<file path="config.mk">
export PLATFORM = sky130hd
export DESIGN_NAME = custom_op_seq_flat
export DESIGN_NICKNAME = d
export VERILOG_FILES = /design/src/rtl/custom_op_mem_if.sv /design/src/rtl/custom_op_seq.sv /design/src/flat_wrapper.sv
export SDC_FILE = /design/constraint.sdc
export NUM_CORES = 1
export LEC_CHECK = 0
export CAP_MARGIN = 20
export CORE_MARGIN = 2
export CORE_UTILIZATION = 52
export CTS_BUF_LIST = sky130_fd_sc_hd__clkbuf_4
export CTS_CLUSTER_DIAMETER = 50
export DETAILED_ROUTE_END_ITERATION = 16
export GPL_TIMING_DRIVEN = 0
export PLACE_DENSITY_LB_ADDON = 0.08
export SETUP_SLACK_MARGIN = 0.4
export SLEW_MARGIN = 10
export SYNTH_ARGS = -nofsm -noshare
export SYNTH_HDL_FRONTEND = slang
export SYNTH_SLANG_ARGS = --single-unit
</file>
<file path="constraint.sdc">
create_clock -name clk -period 4.1 [get_ports clk]
set_input_delay 0.41 -clock clk [delete_from_list [all_inputs] [get_ports clk]]
set_output_delay 0.41 -clock clk [all_outputs]
set_load 0.01 [all_outputs]
</file>
<file path="src/rtl/custom_op_mem_if.sv">
// custom_op_mem_if: data-memory request/grant port between the custom-op engine and memory.
// One read may be outstanding; rvalid/rdata return its data.
interface custom_op_mem_if #(
    parameter int XLEN   = 19,
    parameter int ADDR_W = 19
) ();
    logic              req;
    logic              wr;
    logic [ADDR_W-1:0] addr;
    logic [XLEN-1:0]   wdata;
    logic              gnt;
    logic              rvalid;
    logic [XLEN-1:0]   rdata;
    modport master (output req, wr, addr, wdata, input gnt, rvalid, rdata);
    modport slave  (input req, wr, addr, wdata, output gnt, rvalid, rdata);
endinterface

</file>
<file path="src/rtl/custom_op_seq.sv">
// custom_op_seq: multi-cycle read-modify-write sequencer for FFT/ENCRYPT/DECRYPT custom ops.
// Streams BLOCK_WORDS words through the memory port while holding busy_o.
module custom_op_seq #(
    parameter int XLEN        = 19,
    parameter int ADDR_W      = 19,
    parameter int BLOCK_WORDS = 8,
    parameter int ROT         = 3
) (
    input  logic                               clk,
    input  logic                               reset_n,
    input  logic                               start_i,
    input  logic [1:0]                         op_i,
    input  logic [ADDR_W-1:0]                  base_addr_i,
    input  logic [XLEN-1:0]                    key_i,
    input  logic                               flush_i,
    custom_op_mem_if.master                    mem,
    output logic                               busy_o,
    output logic                               done_o,
    output logic                               err_o,
    output logic [$clog2(BLOCK_WORDS+1)-1:0]   words_o
);
    localparam int CW = $clog2(BLOCK_WORDS + 1);
    localparam logic [2:0] S_IDLE = 3'd0, S_RD_A = 3'd1, S_RD_B = 3'd2,
                           S_WR_A = 3'd3, S_WR_B = 3'd4, S_DONE = 3'd5;

    logic [2:0]        state_q, state_d;
    logic [CW-1:0]     idx_q, idx_d, words_q, words_d, idx_nx;
    logic [1:0]        op_q, op_d;
    logic [ADDR_W-1:0] base_q, base_d;
    logic [XLEN-1:0]   key_q, key_d, a_q, a_d, b_q, b_d, x, enc, dec;
    logic              pend_q, pend_d, err_q, err_d;
    logic              fft, is_rd, is_wr, second, rd_take;

    assign fft     = op_q == 2'b01;
    assign is_rd   = state_q == S_RD_A || state_q == S_RD_B;
    assign is_wr   = state_q == S_WR_A || state_q == S_WR_B;
    assign second  = state_q == S_RD_B || state_q == S_WR_B;
    assign x       = a_q ^ key_q;
    assign enc     = (x << ROT) | (x >> (XLEN - ROT));
    assign dec     = ((a_q >> ROT) | (a_q << (XLEN - ROT))) ^ key_q;
    // pend_q marks a granted read still waiting for its data; req stays low meanwhile
    assign rd_take = is_rd && mem.rvalid && (pend_q || mem.gnt);
    assign idx_nx  = idx_q + (state_q == S_WR_B ? CW'(2) : CW'(1));

    assign mem.req   = (is_rd && !pend_q) || is_wr;
    assign mem.wr    = is_wr;
    assign mem.addr  = base_q + ADDR_W'(idx_q) + ADDR_W'(second);
    assign mem.wdata = state_q == S_WR_B ? a_q - b_q :
                       fft ? a_q + b_q : op_q == 2'b10 ? enc : dec;

    assign busy_o  = state_q != S_IDLE;
    assign done_o  = state_q == S_DONE;
    assign err_o   = err_q;
    assign words_o = words_q;

    always_comb begin
        state_d = state_q;
        idx_d   = idx_q;
        words_d = words_q;
        op_d    = op_q;
        base_d  = base_q;
        key_d   = key_q;
        a_d     = a_q;
        b_d     = b_q;
        pend_d  = pend_q;
        err_d   = 1'b0;
        case (state_q)
            S_IDLE: if (start_i && !flush_i) begin
                if (op_i == 2'b00) err_d = 1'b1;
                else begin
                    state_d = S_RD_A;
                    op_d    = op_i;
                    base_d  = base_addr_i;
                    key_d   = key_i;
                    idx_d   = '0;
                    words_d = '0;
                end
            end
            S_RD_A, S_RD_B: begin
                if (mem.gnt && !pend_q && !mem.rvalid) pend_d = 1'b1;
                if (rd_take) begin
                    pend_d = 1'b0;
                    if (state_q == S_RD_A) begin
                        a_d     = mem.rdata;
                        state_d = fft ? S_RD_B : S_WR_A;
                    end else begin
                        b_d     = mem.rdata;
                        state_d = S_WR_A;
                    end
                end
            end
            S_WR_A, S_WR_B: if (mem.gnt) begin
                words_d = words_q + CW'(1);
                if (state_q == S_WR_A && fft) state_d = S_WR_B;
                else begin
                    idx_d   = idx_nx;
                    state_d = idx_nx == CW'(BLOCK_WORDS) ? S_DONE : S_RD_A;
                end
            end
            default: state_d = S_IDLE;
        endcase
        if (flush_i && state_q != S_IDLE) begin
            state_d = S_IDLE;
            pend_d  = 1'b0;
        end
    end

    always_ff @(posedge clk or negedge reset_n) begin
        if (!reset_n) begin
            state_q <= S_IDLE;
            idx_q   <= '0;
            words_q <= '0;
            op_q    <= '0;
            base_q  <= '0;
            key_q   <= '0;
            a_q     <= '0;
            b_q     <= '0;
            pend_q  <= 1'b0;
            err_q   <= 1'b0;
        end else begin
            state_q <= state_d;
            idx_q   <= idx_d;
            words_q <= words_d;
            op_q    <= op_d;
            base_q  <= base_d;
            key_q   <= key_d;
            a_q     <= a_d;
            b_q     <= b_d;
            pend_q  <= pend_d;
            err_q   <= err_d;
        end
    end
endmodule

</file>
<file path="src/flat_wrapper.sv">
// flat-port wrapper written by rule: the top's interface ports become plain ports
module custom_op_seq_flat 
#(
    parameter int XLEN        = 19,
    parameter int ADDR_W      = 19,
    parameter int BLOCK_WORDS = 8,
    parameter int ROT         = 3
)
  (clk, reset_n, start_i, op_i, base_addr_i, key_i, flush_i, busy_o, done_o, err_o, words_o, mem_req, mem_wr, mem_addr, mem_wdata, mem_gnt, mem_rvalid, mem_rdata);
  custom_op_mem_if #(.XLEN(XLEN), .ADDR_W(ADDR_W)) mem_i ();
  input  logic clk;
  input  logic reset_n;
  input  logic start_i;
  input  logic [1:0] op_i;
  input  logic [ADDR_W-1:0] base_addr_i;
  input  logic [XLEN-1:0] key_i;
  input  logic flush_i;
  output logic busy_o;
  output logic done_o;
  output logic err_o;
  output logic [$clog2(BLOCK_WORDS+1)-1:0] words_o;
  output wire logic [$bits(mem_i.req)-1:0] mem_req;
  output wire logic [$bits(mem_i.wr)-1:0] mem_wr;
  output wire logic [$bits(mem_i.addr)-1:0] mem_addr;
  output wire logic [$bits(mem_i.wdata)-1:0] mem_wdata;
  input wire logic [$bits(mem_i.gnt)-1:0] mem_gnt;
  input wire logic [$bits(mem_i.rvalid)-1:0] mem_rvalid;
  input wire logic [$bits(mem_i.rdata)-1:0] mem_rdata;
  assign mem_req = mem_i.req;
  assign mem_wr = mem_i.wr;
  assign mem_addr = mem_i.addr;
  assign mem_wdata = mem_i.wdata;
  assign mem_i.gnt = mem_gnt;
  assign mem_i.rvalid = mem_rvalid;
  assign mem_i.rdata = mem_rdata;
  custom_op_seq #(.XLEN(XLEN), .ADDR_W(ADDR_W), .BLOCK_WORDS(BLOCK_WORDS), .ROT(ROT)) u_core (.clk(clk), .reset_n(reset_n), .start_i(start_i), .op_i(op_i), .base_addr_i(base_addr_i), .key_i(key_i), .flush_i(flush_i), .mem(mem_i), .busy_o(busy_o), .done_o(done_o), .err_o(err_o), .words_o(words_o));
endmodule
</file>
* Word level (Yosys, flattened, before mapping)
Cells that the tools add are included.
Widths: inputs -> output; s select.
** Storage, ports and cells
- Output and inout port bits :: 47
- Input port bits :: 65
- Register bits :: 91
- Logic and storage cells :: 97
** Operators by class
- Reduce and logical (&&, ||, !) cells :: 31
- Add/subtract/negate cells :: 6
- Multiplexer cells :: 28
- Bitwise gates (word level) :: 6
- Equality and inequality tests :: 16
** Operators with widths (number)
- $mux 19 :: 3
- $xor 19x19->19 :: 2
- $mux 3 :: 8
- $mux 4 :: 5
- $add 19x1->19 :: 1
- $add 19x19->19 :: 1
- $add 19x4->19 :: 1
- $or 16x19->19 :: 1
- $or 19x3->19 :: 1
- $sub 19x19->19 :: 1
- $pmux 4 s2 :: 2
- $pmux 3 s3 :: 1
- $reduce_and 3->1 :: 3
- $logic_and 1x1->1 :: 8
- $mux 1 :: 8
- $reduce_and 4->1 :: 2
- $eq 3x2->1 const B :: 2
- $eq 3x3->1 const B :: 2
- $ne 2x2->1 const B :: 3
- $ne 3x1->1 const B :: 2
- $reduce_bool 3->1 :: 2
- $logic_or 1x1->1 :: 5
- $reduce_and 5->1 :: 1
- $add 4x1->4 const B :: 1
- other kinds (16) :: 21

* Logic depth before layout (Yosys ltp)
Gate-level depths: netlist (run 1).
- Depth after elaboration :: 9
- Gate-level depth with buffers :: 13
- Depth with buffers taken out :: 12

* Worst setup path after synthesis (run 1)
OpenSTA, ideal clock, no wires.
- Path type :: register to output
- Start :: register u_core.state_q[1]
- End :: output mem_addr[16]
- Slack :: 0.812 ns
- Cell stages (with the launch flop) :: 14
- Buffers on the path :: 1
- Arrival :: 2.878 ns
- Data required time :: 3.690 ns
- Cells stage by stage :: dfrtp_1 -> buf_1 -> nand2b_1 -> a21o_1 -> fa_1 -> fa_1 -> nor2b_1 -> o21ai_0 -> nand2b_1 -> nand4_1 -> inv_1 -> and3_1 -> nand3_1 -> xnor2_1
** Between the ends
- Longest elaborated chain between the ends :: 3
- Elaborated cells between the ends (all ways) :: 4
- Those cells by class :: add/sub (1); eq/ne (2); reduce/logical (1)
** Ends and longest elaborated chain
- start: declaration :: line custom_op_seq.sv:26 : logic [2:0] state_q, state_d;
- start signal: assignment :: line custom_op_seq.sv:121 : state_q <= state_d;
- $eq 3x2->1 / $eq 3x3->1 (equally long branches) :: line custom_op_seq.sv:37 : assign second = state_q == S_RD_B || state_q == S_WR_B;
- $logic_or 1x1->1 * :: line custom_op_seq.sv:37
- $add 19x1->19 * :: line custom_op_seq.sv:47 : assign mem.addr = base_q + ADDR_W'(idx_q) + ADDR_W'(second);
- end: declaration :: line flat_wrapper.sv:24 : output wire logic [$bits(mem_i.addr)-1:0] mem_addr;
Every way passes the cells marked *; elsewhere a longest branch is shown, timed or not.

* Worst setup path after layout (run 1)
- Start :: register u_core.b_q[13]
- End :: output mem_wdata[17]
** Between the ends
- Longest elaborated chain between the ends :: 3
- Elaborated cells between the ends (all ways) :: 4
- Those cells by class :: add/sub (2); mux (2)
** Ends and longest elaborated chain
- start: declaration :: line custom_op_seq.sv:30 : logic [XLEN-1:0] key_q, key_d, a_q, a_d, b_q, b_d, x, enc, dec;
- start signal: assignment :: line custom_op_seq.sv:117 : b_q <= '0;
- start signal: assignment :: line custom_op_seq.sv:128 : b_q <= b_d;
- $add 19x19->19 :: line custom_op_seq.sv:49 : fft ? a_q + b_q : op_q == 2'b10 ? enc : dec;
- $mux 19 :: line custom_op_seq.sv:49
- $mux 19 * :: line custom_op_seq.sv:48 : assign mem.wdata = state_q == S_WR_B ? a_q - b_q :
- end: declaration :: line flat_wrapper.sv:25 : output wire logic [$bits(mem_i.wdata)-1:0] mem_wdata;
Marked as above.

==> impl_metrics.sql, run 1 <==
INSERT INTO impl_metrics (metric_group, metric, value, unit) VALUES
('drt', 'antenna_violating_nets_post_route', '0', ''),
('sta', 'setup_viol_count_final', '0', ''),
('clock_tree', 'cts_max_level', '3', ''),
('yosys', 'share_of_synthesized_area_occupied_by_flip_flops_and_latches', '0.323', ''),
('yosys', 'synthFlopType', 'sky130_fd_sc_hd__dfrtp_1', ''),
('clock_tree', 'clock_tree.root_cell', 'sky130_fd_sc_hd__clkbuf_4', ''),
('critical_path', 'reg2reg_slack', '650', 'ps'),
('sta', 'max-slew-margin-rel', '0.417', ''),
('drt', 'wirelength', '22100', 'um'),
('pwr', 'power', '7.95', 'mW'),
('drt', 'via_count', '6678', ''),
('sta', 'min_period', '3880', 'ps'),
('floorplan', 'die_width', '120', 'um'),
('global_routing', 'grt_util_all_layers', '0.308', ''),
('clock_tree', 'numClockSinks', '91', ''),
('place', 'globalplace.congestion', '0.936', ''),
('yosys', 'syn_nets', '892', ''),
('critical_path', 'timing.setup.critical_path_class', 'reg -> out', ''),
('sta', 'grt_setup_unrepaired', 'yes', ''),
('place', 'placed_cell_area', '8390', 'um^2'),
('pwr', 'ir_drop', '0.353', 'mV'),
('global_routing', 'globalRouteOverflowTotal', '0', ''),
('sta', 'timing_max_transition_violations_final', '0', ''),
('critical_path', 'regToRegStartpoint', 'u_core.state_q[1]$_DFFE_PN0P_', ''),
('floorplan', 'placementRows', '42', ''),
('yosys', 'yosys_warnings', '0', ''),
('finish', 'post_route_cells_drive_above_1_share', '0.243', ''),
('floorplan', 'core', '13200', 'um^2'),
('clock_tree', 'cts_tree', 'done', ''),
('critical_path', 'start_kind', 'flip-flop', ''),
('min_path', 'startpoint_of_the_most_critical_hold_path', 'mem_gnt', ''),
('critical_path', 'cp_data_arrival_time', '3470', 'ps'),
('floorplan', 'die_boundary_height', '120', 'um'),
('min_path', 'whs_endpoint', 'u_core.words_o[1]$_DFFE_PN0P_', ''),
('yosys', 'synth_area_in_adders', '0.0889', ''),
('floorplan', 'top_level_ports', '112', ''),
('yosys', 'synth-xor-area-share', '0.0771', ''),
('yosys', 'synth.cell_area', '7040', 'um^2'),
('clock_tree', 'reg_clk_slew_reported_paths', '160', 'ps'),
('drt', 'drt-wirelength-per-cell', '19.7', 'um'),
('global_routing', 'grt_start_max_net_pins', '67', ''),
('critical_path', 'critPathRequiredTime', '3690', 'ps'),
('drt', 'drt_first_iter_violations', '545', ''),
('pwr', 'power.leakage', '3.89', 'nW'),
('floorplan', 'dieArea', '14500', 'um^2'),
('min_path', 'classification_of_the_worst_slack_hold_path', 'in -> reg', ''),
('yosys', 'synth_compound_area_frac', '0.196', ''),
('yosys', 'ys_ff_latch', '91', ''),
('critical_path', 'rr_worst_depth', '14', ''),
('yosys', 'yosys.cell_types.count', '67', ''),
('sta', 'fmax', '258', 'MHz'),
('yosys', 'number_of_enable_flip_flop_cells_after_synthesis', '0', ''),
('critical_path', 'endpoint_kind', 'primary output', ''),
('sta', 'timing.final.crit_share', '0.947', ''),
('yosys', 'postSynthCellCount', '780', ''),
('floorplan', 'initial_core_util', '0.532', ''),
('clock_tree', 'clock_insertion_delay_worst_skew', '490', 'ps'),
('sta', 'max_slew.worst_pin.slew', '875', 'ps'),
('place', 'place.port_buffers', '110', ''),
('finish', 'finalInstanceArea', '9090', 'um^2'),
('drt', 'drc', '0', ''),
('finish', 'synthToLayoutAreaGrowth', '29.2', '%'),
('yosys', 'post_synth_mux_area_share', '0.127', ''),
('global_routing', 'number_of_global_route_vias_before_repair', '6643', ''),
('yosys', 'synth_top_family_by_area', 'compound AO/OA/AOI/OAI gates', ''),
('flow_run', 'count_of_maximum_capacitance_violations', '0', ''),
('status', 'outcome', 'complete, no violations', ''),
('global_routing', 'grt_pass1_wl', '35000', 'um'),
('yosys', 'synth-simple-area-share', '0.140', ''),
('drt', 'average_via_count_per_standard_cell', '5.96', ''),
('yosys', 'asyncSetResetFlopFracSynth', '1.00', '');
worst max path at each step:
stage,startpoint,endpoint,slack [ps],cells past startpoint
after floorplan,u_core.state_q[1]$_DFFE_PN0P_,mem_addr[16],810,13
after global placement,reset_n,u_core.b_q[13]$_DFFE_PN0P_,-620,1
after detailed placement,u_core.state_q[2]$_DFFE_PN0P_,mem_addr[18],-90,14
after CTS,u_core.b_q[13]$_DFFE_PN0P_,mem_wdata[17],210,11
after global routing,u_core.b_q[13]$_DFFE_PN0P_,mem_wdata[17],110,11
final,u_core.b_q[13]$_DFFE_PN0P_,mem_wdata[17],220,11
metal layers:
| layer | wire [um] | vias to the layer above | share of wire | GRT usage |
|---|---|---|---|---|
| met5 | 0 | - | 0 | 0 |
| met4 | 555 | 0 | 0.025 | 0.108 |
| met3 | 1500 | 51 | 0.068 | 0.0608 |
| met2 | 10800 | 267 | 0.49 | 0.523 |
| met1 | 9240 | 3235 | 0.42 | 0.392 |
| li1 | - | 3125 | - | - |
sequential cells by signal, summed over array words and instances, names as in the netlist:
| name | flops |
|---|---|
| u_core.a_q | 19 |
| u_core.b_q | 19 |
| u_core.base_q | 19 |
| u_core.err_o | 1 |
| u_core.idx_q | 4 |
| u_core.key_q | 19 |
| u_core.op_q | 2 |
| u_core.pend_q | 1 |
| u_core.state_q | 3 |
| u_core.words_o | 4 |
cell type report:
| class | count | area (um^2) |
|---|---|---|
| antenna | 1 | 2.50 |
| buffer | 39 | 193 |
| clock buffer | 9 | 67.6 |
| clock inverter | 6 | 51.3 |
| fill | 1078 | 4150 |
| inverter | 49 | 184 |
| multi-input combinational | 601 | 4700 |
| sequential | 91 | 2300 |
| tap | 176 | 220 |
| timing repair buffer | 149 | 1380 |
metrics by stage:
step,setup WS [ps],util,instances
finish,217,0.687,1121
global route,112,0.687,1121
CTS,209,0.672,1110
detailed placement,-93.0,0.633,1067
global placement,-617,0.631,1066
floorplan,812,-,780
layout by cell type, fill, tap and decap left out, types with 10 or more instances in the layout:
master / n
sky130_fd_sc_hd__a211oi_1: 11
sky130_fd_sc_hd__inv_1: 47
sky130_fd_sc_hd__clkbuf_4: 12
sky130_fd_sc_hd__buf_2: 12
sky130_fd_sc_hd__nand3_1: 10
sky130_fd_sc_hd__clkdlybuf4s50_1: 84
sky130_fd_sc_hd__o211ai_1: 11
sky130_fd_sc_hd__nand2b_1: 12
sky130_fd_sc_hd__a31oi_1: 13
sky130_fd_sc_hd__xnor2_1: 44
sky130_fd_sc_hd__nand2_1: 61
sky130_fd_sc_hd__o21ai_0: 30
sky130_fd_sc_hd__clkbuf_1: 20
sky130_fd_sc_hd__a21oi_1: 47
sky130_fd_sc_hd__dfrtp_1: 76
sky130_fd_sc_hd__ha_1: 37
sky130_fd_sc_hd__xor2_1: 17
sky130_fd_sc_hd__dfrtp_2: 15
sky130_fd_sc_hd__mux2_2: 74
sky130_fd_sc_hd__nor2_1: 56
sky130_fd_sc_hd__o22ai_1: 12
sky130_fd_sc_hd__buf_4: 39
critical path: stages (launching register included):
cell and delay (ps):
sky130_fd_sc_hd__dfrtp_1 420, sky130_fd_sc_hd__inv_2 70, sky130_fd_sc_hd__ha_4 200, sky130_fd_sc_hd__buf_6 120, sky130_fd_sc_hd__or4_4 520, sky130_fd_sc_hd__or3_4 360, sky130_fd_sc_hd__or3_4 360, sky130_fd_sc_hd__or3_1 330
sky130_fd_sc_hd__o221ai_2 210, sky130_fd_sc_hd__o21a_2 170, sky130_fd_sc_hd__o22ai_2 80, sky130_fd_sc_hd__buf_2 170
where the power goes:
| part | total (mW) | internal [mW] | leakage [nW] | switching [mW] |
|---|---|---|---|---|
| logic | 5.80 | 2.66 | 2.72 | 3.14 |
| registers | 1.67 | 1.26 | 1.10 | 0.408 |
| clock network | 0.484 | 0.130 | 0.0683 | 0.354 |
| total | 7.95 | 4.05 | 3.89 | 3.90 |
repair_timing:
action,CTS,global route
pin swaps,16,19
gates resized for setup,118,49
setup buffers,27,10
endpoints found under the hold margin,25,0
endpoints found under the setup margin,36,26
cloned,0,0
hold buffers,1,0
cells by family after synthesis:
| family | count (synthesis) |
|---|---|
| adder cells (fa/ha/maj) | 47 |
| XOR/XNOR | 62 |
| flip-flops | 91 |
| AO/OA/AOI/OAI | 207 |
| multiplexers | 80 |
| buffers and inverters | 88 |
| AND/OR/NAND/NOR | 205 |
cells in the mapped netlist, types with 6 or more instances:
cell / instances / area share
sky130_fd_sc_hd__dfrtp_1: 91 / 0.32
sky130_fd_sc_hd__mux2_2: 74 / 0.12
sky130_fd_sc_hd__nand2_1: 64 / 0.034
sky130_fd_sc_hd__nor2_1: 60 / 0.032
sky130_fd_sc_hd__a21oi_1: 49 / 0.035
sky130_fd_sc_hd__inv_1: 49 / 0.026
sky130_fd_sc_hd__xnor2_1: 45 / 0.056
sky130_fd_sc_hd__ha_1: 42 / 0.075
sky130_fd_sc_hd__o21ai_0: 40 / 0.028
sky130_fd_sc_hd__clkbuf_1: 32 / 0.017
sky130_fd_sc_hd__xor2_1: 17 / 0.021
sky130_fd_sc_hd__nand2b_1: 16 / 0.014
sky130_fd_sc_hd__a31oi_1: 13 / 0.012
sky130_fd_sc_hd__a211oi_1: 12 / 0.013
sky130_fd_sc_hd__nand3_1: 12 / 0.0085
sky130_fd_sc_hd__o22ai_1: 12 / 0.011
sky130_fd_sc_hd__o211ai_1: 11 / 0.012
sky130_fd_sc_hd__a21o_1: 8 / 0.0085
sky130_fd_sc_hd__o31ai_1: 8 / 0.0085
sky130_fd_sc_hd__nor2b_1: 7 / 0.0062
sky130_fd_sc_hd__and3_1: 6 / 0.0053
sky130_fd_sc_hd__mux2i_1: 6 / 0.0085
sky130_fd_sc_hd__nor3_1: 6 / 0.0043
sky130_fd_sc_hd__or3_1: 6 / 0.0053
No activity file was read; power rests on OpenSTA's default activity.
==> inputs of run 2 (changes only) <==
Settings changed: PLACE_DENSITY set to 0.78, PLACE_DENSITY_LB_ADDON 0.08 to unset, SLEW_MARGIN 10 to 25.
==> run 2 against run 1 <==
- non-clock buffer count decreased by 1
- register-to-register slack improved by 20 ps
- power decreased by 0.93%
==> impl_metrics.sql, run 2 (same netlist as run 1, synthesis figures left out) <==
INSERT INTO impl_metrics (metric_group, metric, value, unit) VALUES
('sta', 'min_period', '3830', 'ps'),
('clock_tree', 'reg_clk_slew_reported_paths', '150', 'ps'),
('sta', 'setup_viol_count_final', '0', ''),
('drt', 'drt_first_iter_violations', '581', ''),
('drt', 'average_via_count_per_standard_cell', '5.91', ''),
('critical_path', 'timing.critical_path.max_delay_family', 'simple AND/OR/NAND/NOR gates', ''),
('clock_tree', 'numClockSinks', '91', ''),
('pwr', 'ir_drop', '0.337', 'mV'),
('critical_path', 'critPathMaxFanout', '3', ''),
('global_routing', 'number_of_global_route_vias_before_repair', '6317', ''),
('clock_tree', 'clock_insertion_delay_worst_skew', '480', 'ps'),
('critical_path', 'start_kind', 'flip-flop', ''),
('sta', 'fin_skew', '18.2', 'ps'),
('drt', 'antenna_violating_nets_post_route', '0', ''),
('drt', 'met3_wirelength', '1640', 'um'),
('drt', 'm1WireLength', '8710', 'um'),
('finish', 'fill_cells', '1077', ''),
('sta', 'max-slew-margin-rel', '0.484', ''),
('critical_path', 'endpoint_kind', 'primary output', ''),
('drt', 'first_pass_iters', '5', ''),
('clock_tree', 'tritoncts_buffer_count', '9', ''),
('floorplan', 'top_level_ports', '112', ''),
('clock_tree', 'cts_tree', 'done', ''),
('flow_run', 'count_of_maximum_capacitance_violations', '0', ''),
('global_routing', 'grt_pass1_wl', '32600', 'um'),
('sta', 'postLayoutSetupSlackWorst', '272', 'ps'),
('finish', 'final_cell_mix', 'sky130_fd_sc_hd__clkdlybuf4s50_1 (84), sky130_fd_sc_hd__dfrtp_1 (77), sky130_fd_sc_hd__mux2_2 (74)', ''),
('finish', 'post_route_cells_drive_above_1_share', '0.238', ''),
('status', 'outcome', 'complete, no violations', ''),
('clock_tree', 'clock_tree.root_cell', 'sky130_fd_sc_hd__clkbuf_4', ''),
('floorplan', 'die_boundary_height', '120', 'um'),
('drt', 'wirelength', '20600', 'um'),
('place', 'placed_cell_area', '8390', 'um^2'),
('finish', 'synthToLayoutAreaGrowth', '28.8', '%'),
('critical_path', 'critical-path-max-stage-delay', '520', 'ps'),
('floorplan', 'placementRows', '42', ''),
('place', 'place.detailed.hpwl', '15300', 'um'),
('critical_path', 'critPathRequiredTime', '3690', 'ps'),
('pwr', 'powerDensity', '869', 'nW/um^2'),
('clock_tree', 'cts-root-to-sink-buffers', '2', ''),
('sta', 'grt_setup_unrepaired', 'yes', ''),
('global_routing', 'antenna_violations_before_repair', '0', ''),
('critical_path', 'timing.setup.critical_path_class', 'reg -> out', ''),
('global_routing', 'grt_start_max_net_pins', '62', ''),
('critical_path', 'worst_path_max_delay_cell', 'sky130_fd_sc_hd__or4_4', ''),
('floorplan', 'initial_core_util', '0.532', ''),
('floorplan', 'dieArea', '14500', 'um^2'),
('critical_path', 'path_buf_inv', '3', ''),
('sta', 'fmax', '261', 'MHz'),
('sta', 'max_slew.worst_pin.slew', '775', 'ps'),
('pwr', 'power.leakage', '3.87', 'nW'),
('min_path', 'classification_of_the_worst_slack_hold_path', 'in -> async', ''),
('drt', 'detailroute.wirelength.met2', '9840', 'um'),
('drt', 'routed.top_layer', 'met4', ''),
('sta', 'final_hold_violation_count', '0', ''),
('clock_tree', 'cts_max_level', '3', ''),
('global_routing', 'globalRouteOverflowTotal', '0', ''),
('global_routing', 'grt_util_all_layers', '0.286', ''),
('sta', 'timing.final.crit_share', '0.934', ''),
('pwr', 'power', '7.88', 'mW'),
('sta', 'timing_max_transition_violations_final', '0', ''),
('critical_path', 'crit_chain', 'inv_2 > ha_4 > buf_6 > or4_4 > or3_4 > or3_4 > or3_4 > o221ai_4 > o21a_2 > o22ai_2 > buf_2', ''),
('place', 'placement.setup.worst_slack', '14.8', 'ps'),
('floorplan', 'core', '13200', 'um^2'),
('finish', 'nNetsFinal', '1051', ''),
('floorplan', 'die_width', '120', 'um'),
('finish', 'finalInstanceArea', '9070', 'um^2'),
('critical_path', 'cp_data_arrival_time', '3420', 'ps'),
('drt', 'via_count', '6615', ''),
('drt', 'drc', '0', ''),
('finish', 'mostFrequentLayoutCell', 'sky130_fd_sc_hd__clkdlybuf4s50_1', ''),
('place', 'place.port_buffers', '110', ''),
('critical_path', 'timing.critical_path.mode_cell', 'sky130_fd_sc_hd__or3_4', ''),
('drt', 'drt-wirelength-per-cell', '18.4', 'um'),
('place', 'globalplace.congestion', '0.975', ''),
('finish', 'antenna_cells', '0', '');
[run 2: timing repair]
action,CTS,global route
hold endpoints to repair,30,0
buffers inserted,21,15
setup endpoints to repair,34,30
gates resized for setup,107,58
hold buffers,1,0
pin swaps,14,16
cloned,0,0
[run 2: where the power goes]
group          leakage, nW  internal, mW  switching (mW)
clock               0.0604         0.131           0.321
sequential            1.10          1.26           0.439
combinational         2.71          2.63            3.10
total                 3.87          4.02            3.86
[run 2: metrics by stage]
stage / std cells / setup TNS (ps) / util / hold slack (ps)
3_3_place_gp: 1066 / -67050 / 0.631 / 500
6_report: 1120 / 0 / 0.685 / 349
3_5_place_dp: 1067 / 0 / 0.634 / 313
5_1_grt: 1120 / 0 / 0.685 / 369
2_1_floorplan: 780 / 0 / - / 114
4_1_cts: 1105 / 0 / 0.668 / 314
[run 2: layer usage]
metal | vias to the layer above | GRT usage
met3 | 40 | 0.0632
met4 | 0 | 0.0749
met1 | 3188 | 0.374
met2 | 267 | 0.482
li1 | 3120 | -
met5 | - | 0
[run 2: worst paths after layout]
kind | from | end | slack (ps) | cells after the start
setup reg to reg | u_core.state_q[0]$_DFFE_PN0P_ | u_core.state_q[2]$_DFFE_PN0P_ | 670 | 14
setup / recovery | u_core.b_q[13]$_DFFE_PN0P_ | mem_wdata[17] | 270 | 11
hold / removal | reset_n | u_core.a_q[7]$_DFFE_PN0P_ | 350 | 2
max in group asynchronous | reset_n | u_core.key_q[16]$_DFFE_PN0P_ | 3140 | 3
min in group clk | mem_gnt | u_core.words_o[0]$_DFFE_PN0P_ | 350 | 3
hold reg to reg | u_core.base_q[2]$_DFFE_PN0P_ | u_core.base_q[2]$_DFFE_PN0P_ | 540 | 1
[run 2: area by class of cell]
type | instances | area [um^2] | share of cell area
inverters | 49 | 184 | 0.0203
clock inverters | 6 | 41.3 | 0.00455
multi-input cells | 601 | 4700 | 0.518
flip-flops and latches | 91 | 2290 | 0.253
repair buffers | 148 | 1360 | 0.150
clock buffers | 10 | 75.1 | 0.00828
well taps | 176 | 220 | 0.0243
plain buffers | 39 | 196 | 0.0217
==> inputs of run 3 (changes only) <==
Settings changed: CORE_MARGIN 2 to 4.
==> run 3 against run 2 <==
- final cell count up 1.3%
- critical path depth unchanged
- clock skew about the same
- register-to-register slack better by 30 ps
- power up 1.9%
- setup slack worse by 0.59 ps
- non-clock buffer count up 14
- highest routed layer unchanged
- largest cell class unchanged
==> impl_metrics.sql, run 3 (same netlist as run 1, synthesis figures left out) <==
INSERT INTO impl_metrics (metric_group, metric, value, unit) VALUES
('sta', 'final_hold_violation_count', '0', ''),
('floorplan', 'die_boundary_height', '124', 'um'),
('drt', 'antenna_violating_nets_post_route', '0', ''),
('clock_tree', 'reg_clk_slew_reported_paths', '150', 'ps'),
('pwr', 'ir_drop', '0.321', 'mV'),
('floorplan', 'top_level_ports', '112', ''),
('clock_tree', 'clock_insertion_delay_worst_skew', '470', 'ps'),
('critical_path', 'worst_path_max_delay_cell', 'sky130_fd_sc_hd__dfrtp_1', ''),
('sta', 'timing.final.crit_share', '0.934', ''),
('clock_tree', 'clock_tree.root_cell', 'sky130_fd_sc_hd__clkbuf_4', ''),
('finish', 'nNetsFinal', '1065', ''),
('status', 'outcome', 'complete, no violations', ''),
('critical_path', 'critical-path-max-stage-delay', '430', 'ps'),
('pwr', 'power.leakage', '3.96', 'nW'),
('critical_path', 'timing.setup.critical_path_class', 'reg -> out', ''),
('finish', 'synthToLayoutAreaGrowth', '31.5', '%'),
('drt', 'drt_first_iter_violations', '644', ''),
('global_routing', 'antenna_violations_before_repair', '0', ''),
('finish', 'post_route_cells_drive_above_1_share', '0.269', ''),
('critical_path', 'path_buf_inv', '3', ''),
('sta', 'max-slew-margin-rel', '0.497', ''),
('sta', 'max_slew.worst_pin.slew', '754', 'ps'),
('sta', 'fin_skew', '18.3', 'ps'),
('sta', 'timing_max_transition_violations_final', '0', ''),
('global_routing', 'grt_util_all_layers', '0.261', ''),
('pwr', 'power', '8.03', 'mW'),
('clock_tree', 'cts-root-to-sink-buffers', '2', ''),
('place', 'globalplace.congestion', '0.942', ''),
('sta', 'grt_setup_unrepaired', 'yes', ''),
('global_routing', 'globalRouteOverflowTotal', '0', ''),
('critical_path', 'critPathMaxFanout', '2', ''),
('critical_path', 'critPathRequiredTime', '3690', 'ps'),
('finish', 'final_cell_mix', 'sky130_fd_sc_hd__clkdlybuf4s50_1 (82), sky130_fd_sc_hd__dfrtp_1 (78), sky130_fd_sc_hd__mux2_2 (74)', ''),
('clock_tree', 'cts_tree', 'done', ''),
('floorplan', 'die_width', '124', 'um'),
('place', 'placed_cell_area', '8390', 'um^2'),
('drt', 'wirelength', '21400', 'um'),
('drt', 'drc', '0', ''),
('pwr', 'pwr-share-clk', '0.059', ''),
('finish', 'fill_cells', '1057', ''),
('global_routing', 'grt_start_max_net_pins', '59', ''),
('pwr', 'netSwitchingPower', '3.93', 'mW'),
('drt', 'via_count', '6833', ''),
('global_routing', 'grt_pass1_wl', '32900', 'um'),
('sta', 'tns', '0', 'ps'),
('pwr', 'internal-power', '4.10', 'mW'),
('critical_path', 'cp_data_arrival_time', '3420', 'ps'),
('clock_tree', 'tritoncts_buffer_count', '9', ''),
('pwr', 'power.share.switching', '0.490', ''),
('sta', 'min_period', '3830', 'ps'),
('critical_path', 'timing.critical_path.mode_cell', 'sky130_fd_sc_hd__or3_4', ''),
('critical_path', 'crit_chain', 'inv_2 > ha_4 > buf_6 > or4_4 > or3_4 > or3_4 > or3_4 > o221ai_4 > o21a_2 > o22ai_2 > buf_2', ''),
('flow_run', 'count_of_maximum_capacitance_violations', '0', ''),
('floorplan', 'placementRows', '42', ''),
('place', 'place.detailed.hpwl', '15300', 'um'),
('finish', 'finalInstanceArea', '9260', 'um^2'),
('drt', 'average_via_count_per_standard_cell', '6.03', ''),
('drt', 'drt-wirelength-per-cell', '18.9', 'um'),
('floorplan', 'dieArea', '15500', 'um^2'),
('finish', 'antenna_cells', '0', ''),
('pwr', 'seq_power_share', '0.210', ''),
('sta', 'fmax', '261', 'MHz'),
('sta', 'setup_viol_count_final', '0', ''),
('clock_tree', 'numClockSinks', '91', ''),
('place', 'place.port_buffers', '110', ''),
('pwr', 'powerDensity', '868', 'nW/um^2'),
('floorplan', 'initial_core_util', '0.532', ''),
('critical_path', 'endpoint_kind', 'primary output', ''),
('finish', 'mostFrequentLayoutCell', 'sky130_fd_sc_hd__clkdlybuf4s50_1', ''),
('min_path', 'classification_of_the_worst_slack_hold_path', 'in -> reg', ''),
('critical_path', 'start_kind', 'flip-flop', ''),
('drt', 'first_pass_iters', '7', ''),
('pwr', 'combinationalPowerShare', '0.731', ''),
('clock_tree', 'cts_max_level', '3', ''),
('global_routing', 'number_of_global_route_vias_before_repair', '6421', ''),
('critical_path', 'timing.critical_path.max_delay_family', 'simple AND/OR/NAND/NOR gates', ''),
('floorplan', 'core', '13200', 'um^2');
run 3: layer usage:
layer	track usage	vias to the layer above	wire length, um
met1	0.334	3290	8670
met2	0.429	335	10100
met4	0.0896	0	673
met3	0.0703	55	1950
met5	0	-	0
li1	-	3153	-
run 3: layout make-up:
class,count,area (um^2),share of cell area
inverter,49,184,0.0199
tap,176,220,0.0238
clock inverter,6,50.0,0.00540
buffer,39,199,0.0215
multi-input combinational,601,4780,0.517
timing repair buffer,162,1450,0.157
sequential,91,2290,0.248
clock buffer,10,75.1,0.00811
run 3: per-stage QoR:
step	setup WS, ps	hold slack (ps)	std cells	util
after global routing	145	361	1134	0.699
after detailed placement	11.2	318	1067	0.634
final	272	331	1134	0.699
after floorplan	812	114	780	-
after global placement	-732	502	1066	0.631
after CTS	117	296	1116	0.673
run 3: worst paths after layout:
| kind | startpoint | to | slack (ps) | depth (start not counted) |
|---|---|---|---|---|
| setup / recovery | u_core.b_q[13]$_DFFE_PN0P_ | mem_wdata[17] | 270 | 11 |
| setup reg to reg | u_core.state_q[1]$_DFFE_PN0P_ | u_core.state_q[2]$_DFFE_PN0P_ | 700 | 14 |
| hold / removal | mem_gnt | u_core.words_o[0]$_DFFE_PN0P_ | 330 | 3 |
| hold reg to reg | u_core.base_q[3]$_DFFE_PN0P_ | u_core.base_q[3]$_DFFE_PN0P_ | 540 | 1 |
| max in group asynchronous | reset_n | u_core.key_q[16]$_DFFE_PN0P_ | 3130 | 3 |
| min in group asynchronous | reset_n | u_core.b_q[11]$_DFFE_PN0P_ | 370 | 2 |
run 3: worst register-to-register path, delay by kind of cell (launching register included):
family / cells / cell delay, ps
xor+xnor: 1 / 130
buf+inv: 4 / 950
flops: 1 / 430
simple gates: 5 / 1090
fa+ha+maj: 1 / 280
compound gates: 3 / 440
run 3: power by group through the flow:
| stage | clock, mW | combinational (mW) | sequential, mW |
|---|---|---|---|
| after detailed placement | 0 | 4.98 | 1.74 |
| final | 0.473 | 5.87 | 1.69 |
| after floorplan | 0 | 3.42 | 1.58 |
| after global placement | 0 | 4.94 | 1.73 |
| after global routing | 0.529 | 6.32 | 1.72 |
| after CTS | 0.491 | 5.35 | 1.67 |
run 3: what timing repair did:
action | CTS | global route
setup endpoints to repair | 35 | 32
resized for setup | 118 | 78
endpoints found under the hold margin | 33 | 0
pin swaps | 17 | 24
setup buffers | 32 | 18
hold buffers | 1 | 0
==> edit 1, RTL diff (settings of run 2) <==
Take the reset off `b_q` and load it in a clocked block of its own.
--- a/src/rtl/custom_op_seq.sv
+++ b/src/rtl/custom_op_seq.sv
@@ -114,7 +114,6 @@
             base_q  <= '0;
             key_q   <= '0;
             a_q     <= '0;
-            b_q     <= '0;
             pend_q  <= 1'b0;
             err_q   <= 1'b0;
         end else begin
@@ -125,10 +124,13 @@
             base_q  <= base_d;
             key_q   <= key_d;
             a_q     <= a_d;
-            b_q     <= b_d;
             pend_q  <= pend_d;
             err_q   <= err_d;
         end
     end
+
+    always_ff @(posedge clk) begin
+        b_q <= b_d;
+    end
 endmodule
 
Function: same outputs for any inputs over 4 cycles, from zero or initial values and one cycle with reset_n low; that may be too few to reach the edited logic, so the function may still have changed.
==> edit 1 against run 2 <==
- synthesized area grew 1.7%
- setup slack gained 0.19 ns
- sequential cell count stayed put
- routed wire length up 7.4%
- global-route usage rose by 2.1 points
- first-iteration DRC count fell by 19%
- clock skew is 0.013 ns higher
- power decreased by 8.1%
- hold slack lost 0.084 ns
- synthesized cell count decreased by 5.6%
- die area up 1.6%
- cell area down 0.30%
- register-to-register slack improved by 0.23 ns
- critical path type unchanged
- critical endpoint is now mem_addr[16]
==> edit 1: results (changes against run 2) <==
\begin{tabular}{lr}
\hline
Metric & Value \\
\hline
\multicolumn{2}{l}{\textbf{Logic synthesis}} \\
Share of the yosys chip area belonging to registers & 0.3315 (was 0.3234) \\
Cell types occupying the most area after synthesis & sky130\_fd\_sc\_hd\_\_dfrtp\_1, sky130\_fd\_sc\_hd\_\_edfxtp\_1, sky130\_fd\_sc\_hd\_\_ha\_1, sky130\_fd\_sc\_hd\_\_mux2\_2, sky130\_fd\_sc\_hd\_\_xnor2\_1 (was sky130\_fd\_sc\_hd\_\_dfrtp\_1, sky130\_fd\_sc\_hd\_\_mux2\_2, sky130\_fd\_sc\_hd\_\_ha\_1, sky130\_fd\_sc\_hd\_\_xnor2\_1, sky130\_fd\_sc\_hd\_\_a21oi\_1) \\
Async set or reset register ratio after synthesis & 0.7912 (was 1.000) \\
Gate count after technology mapping & 736 (was 780) \\
Most used standard cells in the synthesized netlist & sky130\_fd\_sc\_hd\_\_dfrtp\_1, sky130\_fd\_sc\_hd\_\_nor2\_1, sky130\_fd\_sc\_hd\_\_nand2\_1 (was sky130\_fd\_sc\_hd\_\_dfrtp\_1, sky130\_fd\_sc\_hd\_\_mux2\_2, sky130\_fd\_sc\_hd\_\_nand2\_1) \\
\multicolumn{2}{l}{\textbf{STA}} \\
Final-layout worst hold slack & 0.2652 ns (was 0.3487 ns) \\
Measured slew at the worst slew-check pin & 0.6095 ns (was 0.7747 ns) \\
\multicolumn{2}{l}{\textbf{GRT}} \\
Met1 usage in global routing & 0.3876 (was 0.3737) \\
Routing usage on met2 & 0.5253 (was 0.4823) \\
First-pass GRT wire length & 34530 µm (was 32630 µm) \\
Number of global-route vias before repair & 6503 (was 6317) \\
GR Layer Usage met3 & 0.07002 (was 0.06321) \\
\multicolumn{2}{l}{\textbf{Routing}} \\
Wirelength, routed & 22130 µm (was 20600 µm) \\
Avg WL per Cell & 20.64 µm (was 18.39 µm) \\
Vias per std cell & 5.839 (was 5.906) \\
\multicolumn{2}{l}{\textbf{Status}} \\
Result of the run & finished, final reports clean (unchanged) \\
\multicolumn{2}{l}{\textbf{Setup path}} \\
R2r setup slk & 0.90 ns (was 0.67 ns) \\
Worst reg2reg path depth & 11 (was 14) \\
Family of cells with the greatest summed delay on the critical path & adder cells (was simple AND/OR/NAND/NOR gates) \\
\multicolumn{2}{l}{\textbf{Placement}} \\
Placed instance count & 1025 (was 1067) \\
\multicolumn{2}{l}{\textbf{Power}} \\
Static Leak & 0.003893 µW (was 0.003873 µW) \\
Highest ir drop seen on vdd & 365.3 µV (was 337.0 µV) \\
\multicolumn{2}{l}{\textbf{Hold path}} \\
Hold Crit Class & in2reg (was in2async) \\
\multicolumn{2}{l}{\textbf{CTS}} \\
Clock latency on the worst-skew pair & 0.51 ns (was 0.48 ns) \\
Clock slew at the register clock pins of the worst setup and hold paths & 0.17 ns (was 0.15 ns) \\
\hline
\end{tabular}
==> edit 1: cell count changes in the layout (fill, tap and decap cells not counted), moves of 9 or more <==
cell                              run 2  this run
sky130_fd_sc_hd__mux2_2              74        37
sky130_fd_sc_hd__a21oi_1             46        27
sky130_fd_sc_hd__edfxtp_1             0        19
sky130_fd_sc_hd__dfrtp_1             77        60
sky130_fd_sc_hd__clkbuf_1            18         6
sky130_fd_sc_hd__mux2_4               0        10
sky130_fd_sc_hd__nand2_1             63        54
==> edit 1: worst max path at each step <==
stage	start	endpoint	slack, ns	cells after the start
4_1_cts	u_core.state_q[1]$_DFFE_PN0P_	mem_addr[16]	0.32	13
6_report	u_core.state_q[1]$_DFFE_PN0P_	mem_addr[16]	0.46	13
5_1_grt	u_core.state_q[1]$_DFFE_PN0P_	mem_addr[16]	0.27	13
3_3_place_gp	reset_n	u_core.idx_q[0]$_DFFE_PN0P_	0.03	1
3_5_place_dp	u_core.state_q[1]$_DFFE_PN0P_	mem_addr[16]	0.05	13
2_1_floorplan	u_core.state_q[1]$_DFFE_PN0P_	mem_addr[16]	0.90	12
==> edit 1: routing by layer <==
layer  routed length (µm)  part of all wire
met5                    0                 0
met4                  537             0.024
met3                 1465             0.066
met2                10810              0.49
met1                 9311              0.42
==> edit 1: where the power goes <==
part           switching [µW]  leakage, µW  internal (µW)
clock                     363    0.0000697            138
sequential                401      0.00104           1260
combinational            2710      0.00278           2360
total                    3480      0.00389           3760
==> edit 1: per-stage QoR <==
stage / cell area [µm²] / util / total power [µW]
floorplan: 7157 / - / 4668
global placement: 8478 / 0.6352 / 6341
detailed placement: 8523 / 0.6385 / 6408
CTS: 8901 / 0.6669 / 7051
global route: 9040 / 0.6773 / 7686
finish: 9040 / 0.6773 / 7241
==> edit 1: cells by family after synthesis <==
kind of cell	share of synthesized area
simple gates	0.1255
xor+xnor	0.08077
flops	0.3315
fa+ha+maj	0.08741
buf+inv	0.06731
mux	0.1058
compound gates	0.2018
==> edit 1: final cells by class <==
class | instances | area (µm²)
plain buffers | 40 | 311.5
flip-flops and latches | 91 | 2387
fillers | 1110 | 4308
clock inverters | 6 | 45.04
clock buffers | 10 | 75.07
inverters | 47 | 176.4
repair buffers | 144 | 1326
well taps | 176 | 220.2
multi-input cells | 558 | 4498
==> edit 1: repair_timing <==
item,in CTS,in global routing
hold buffers,1,0
endpoints found under the hold margin,24,0
pin swaps,14,19
setup endpoints to repair,29,28
cloned,0,0
gates resized for setup,63,53
setup buffers,22,8
==> edit 2, RTL diff (settings of run 2) <==
Made on the original files. `BLOCK_WORDS` is set to 8 in 2 places; all go to 16.
--- a/src/rtl/custom_op_seq.sv
+++ b/src/rtl/custom_op_seq.sv
@@ -3,7 +3,7 @@
 module custom_op_seq #(
     parameter int XLEN        = 19,
     parameter int ADDR_W      = 19,
-    parameter int BLOCK_WORDS = 8,
+    parameter int BLOCK_WORDS = 16,
     parameter int ROT         = 3
 ) (
     input  logic                               clk,
--- a/src/flat_wrapper.sv
+++ b/src/flat_wrapper.sv
@@ -3,7 +3,7 @@
 #(
     parameter int XLEN        = 19,
     parameter int ADDR_W      = 19,
-    parameter int BLOCK_WORDS = 8,
+    parameter int BLOCK_WORDS = 16,
     parameter int ROT         = 3
 )
   (clk, reset_n, start_i, op_i, base_addr_i, key_i, flush_i, busy_o, done_o, err_o, words_o, mem_req, mem_wr, mem_addr, mem_wdata, mem_gnt, mem_rvalid, mem_rdata);
Interface: changed (resized words_o); port bits go from 112 to 113. No check against the original RTL was run, so the function may have changed too.
==> edit 2 against run 2 <==
- setup slack gained 0.014 ns
- routed wire length rose by 5.2%
- synthesized cell count grew 2.7%
- synthesized area is 1.4% higher
- cell area decreased by 0.75%
- power increased by 11%
- sequential cell count grew 2
- non-clock buffer count down 13
- critical endpoint is now mem_wdata[8]
- largest cell class unchanged
- largest power group unchanged
==> edit 2: results (changes against run 2) <==
\begin{tabular}{lr}
\hline
Metric & Value \\
\hline
\multicolumn{2}{l}{\textbf{Status}} \\
Result of the run & finished, final reports clean (unchanged) \\
\multicolumn{2}{l}{\textbf{Routing}} \\
Via total after detailed routing & 6791 (was 6615) \\
DRT Pass-1 Iters & 7 (was 5) \\
Avg WL per Cell & 19.24 µm (was 18.39 µm) \\
Wirelength, routed & 21680 µm (was 20600 µm) \\
\multicolumn{2}{l}{\textbf{Placement}} \\
Post-placement cell area & 8507 µm² (was 8391 µm²) \\
PortBufs & 112 (was 110) \\
Detailed placer's ending HPWL & 16410 µm (was 15310 µm) \\
\multicolumn{2}{l}{\textbf{Logic synthesis}} \\
Flip-flop and latch count after synthesis & 93 (was 91) \\
Most used standard cells in the synthesized netlist & sky130\_fd\_sc\_hd\_\_dfrtp\_1, sky130\_fd\_sc\_hd\_\_nand2\_1, sky130\_fd\_sc\_hd\_\_nor2\_1 (was sky130\_fd\_sc\_hd\_\_dfrtp\_1, sky130\_fd\_sc\_hd\_\_mux2\_2, sky130\_fd\_sc\_hd\_\_nand2\_1) \\
Synthesized-area fraction occupied by adder cells & 0.09222 (was 0.08886) \\
Gate count after technology mapping & 801 (was 780) \\
Parity-gate share of the synthesized area counting xor and xnor cells & 0.07854 (was 0.07713) \\
Synthesized-area fraction occupied by ao, oa, aoi and oai cells & 0.2034 (was 0.1960) \\
\multicolumn{2}{l}{\textbf{Final layout}} \\
Clock distribution area overhead in the final layout & 0.01251 (was 0.01283) \\
Number of diodes & 1 (was 0) \\
Fraction of area in registers & 0.2601 (was 0.2531) \\
Count of multi-input gates & 622 (was 601) \\
Non-clock buffer count & 174 (was 187) \\
Inverter count & 45 (was 49) \\
Synthesis-to-finish area growth & 26.10\% (was 28.79\%) \\
Layout filler cell count & 1150 (was 1077) \\
Multi-input gate share of total cell area & 0.5165 (was 0.5183) \\
\multicolumn{2}{l}{\textbf{Setup path}} \\
Timing startpoint of the critical path & u\_core.a\_q[0]\$\_DFFE\_PN0P\_ (was u\_core.b\_q[13]\$\_DFFE\_PN0P\_) \\
End of the critical path & mem\_wdata[8] (was mem\_wdata[17]) \\
Worst reg2reg path depth & 13 (was 14) \\
R2r setup slk & 0.90 ns (was 0.67 ns) \\
\multicolumn{2}{l}{\textbf{GRT}} \\
First-pass GRT wire length & 33690 µm (was 32630 µm) \\
Antenna violations before repair & 1 (was 0) \\
Maximum number of pins on one net before global-route repair & 65 (was 62) \\
GRT Util Overall & 0.2974 (was 0.2865) \\
\multicolumn{2}{l}{\textbf{Power}} \\
Power per standard cell area & 973.8 nW/µm² (was 869.1 nW/µm²) \\
Clk. pwr & 475 µW (was 452 µW) \\
Internal power consumption & 4341 µW (was 4025 µW) \\
Highest ir drop seen on vdd & 736.1 µV (was 337.0 µV) \\
Seq. pwr & 1800 µW (was 1700 µW) \\
\multicolumn{2}{l}{\textbf{STA}} \\
Crit share post-route & 0.9301 (was 0.9336) \\
Final Skew & 0.01175 ns (was 0.01820 ns) \\
\hline
\end{tabular}
==> edit 2: cell count changes after synthesis, moves of 7 or more <==
cell / delta
sky130_fd_sc_hd__a21oi_1: -12
sky130_fd_sc_hd__xor2_1: +7
sky130_fd_sc_hd__a211oi_1: +8
sky130_fd_sc_hd__nand2b_1: -9
sky130_fd_sc_hd__inv_1: -7
sky130_fd_sc_hd__nor3_1: +9
sky130_fd_sc_hd__nand2_1: +10
sky130_fd_sc_hd__clkbuf_1: -14
sky130_fd_sc_hd__buf_2: +14
sky130_fd_sc_hd__o21ai_0: +11
sky130_fd_sc_hd__mux2_2: -20
==> edit 2: critical path, stage by stage (launching register included) <==
cell and delay (ns):
sky130_fd_sc_hd__dfrtp_1 0.42, sky130_fd_sc_hd__inv_1 0.07, sky130_fd_sc_hd__ha_1 0.21, sky130_fd_sc_hd__fa_1 0.41, sky130_fd_sc_hd__nand2b_1 0.20, sky130_fd_sc_hd__a21oi_2 0.23
sky130_fd_sc_hd__nand2b_1 0.21, sky130_fd_sc_hd__a21boi_0 0.17, sky130_fd_sc_hd__a21bo_2 0.24, sky130_fd_sc_hd__o21ai_1 0.18, sky130_fd_sc_hd__clkdlybuf4s50_1 0.57
==> edit 2: layer usage <==
metal | GRT usage | share of wire | vias up | wire length [µm]
met5 | 0 | 0 | - | 0
met4 | 0.1408 | 0.037 | 0 | 796
met3 | 0.03242 | 0.072 | 58 | 1559
met2 | 0.4593 | 0.46 | 274 | 9985
met1 | 0.4176 | 0.43 | 3298 | 9340
li1 | - | - | 3161 | -
==> edit 2: what timing repair did <==
item	4_1_cts	5_1_grt
pin swaps	7	10
endpoints found under the hold margin	29	0
buffers inserted	14	5
setup endpoints to repair	30	29
hold buffers	1	0
resized for setup	73	49
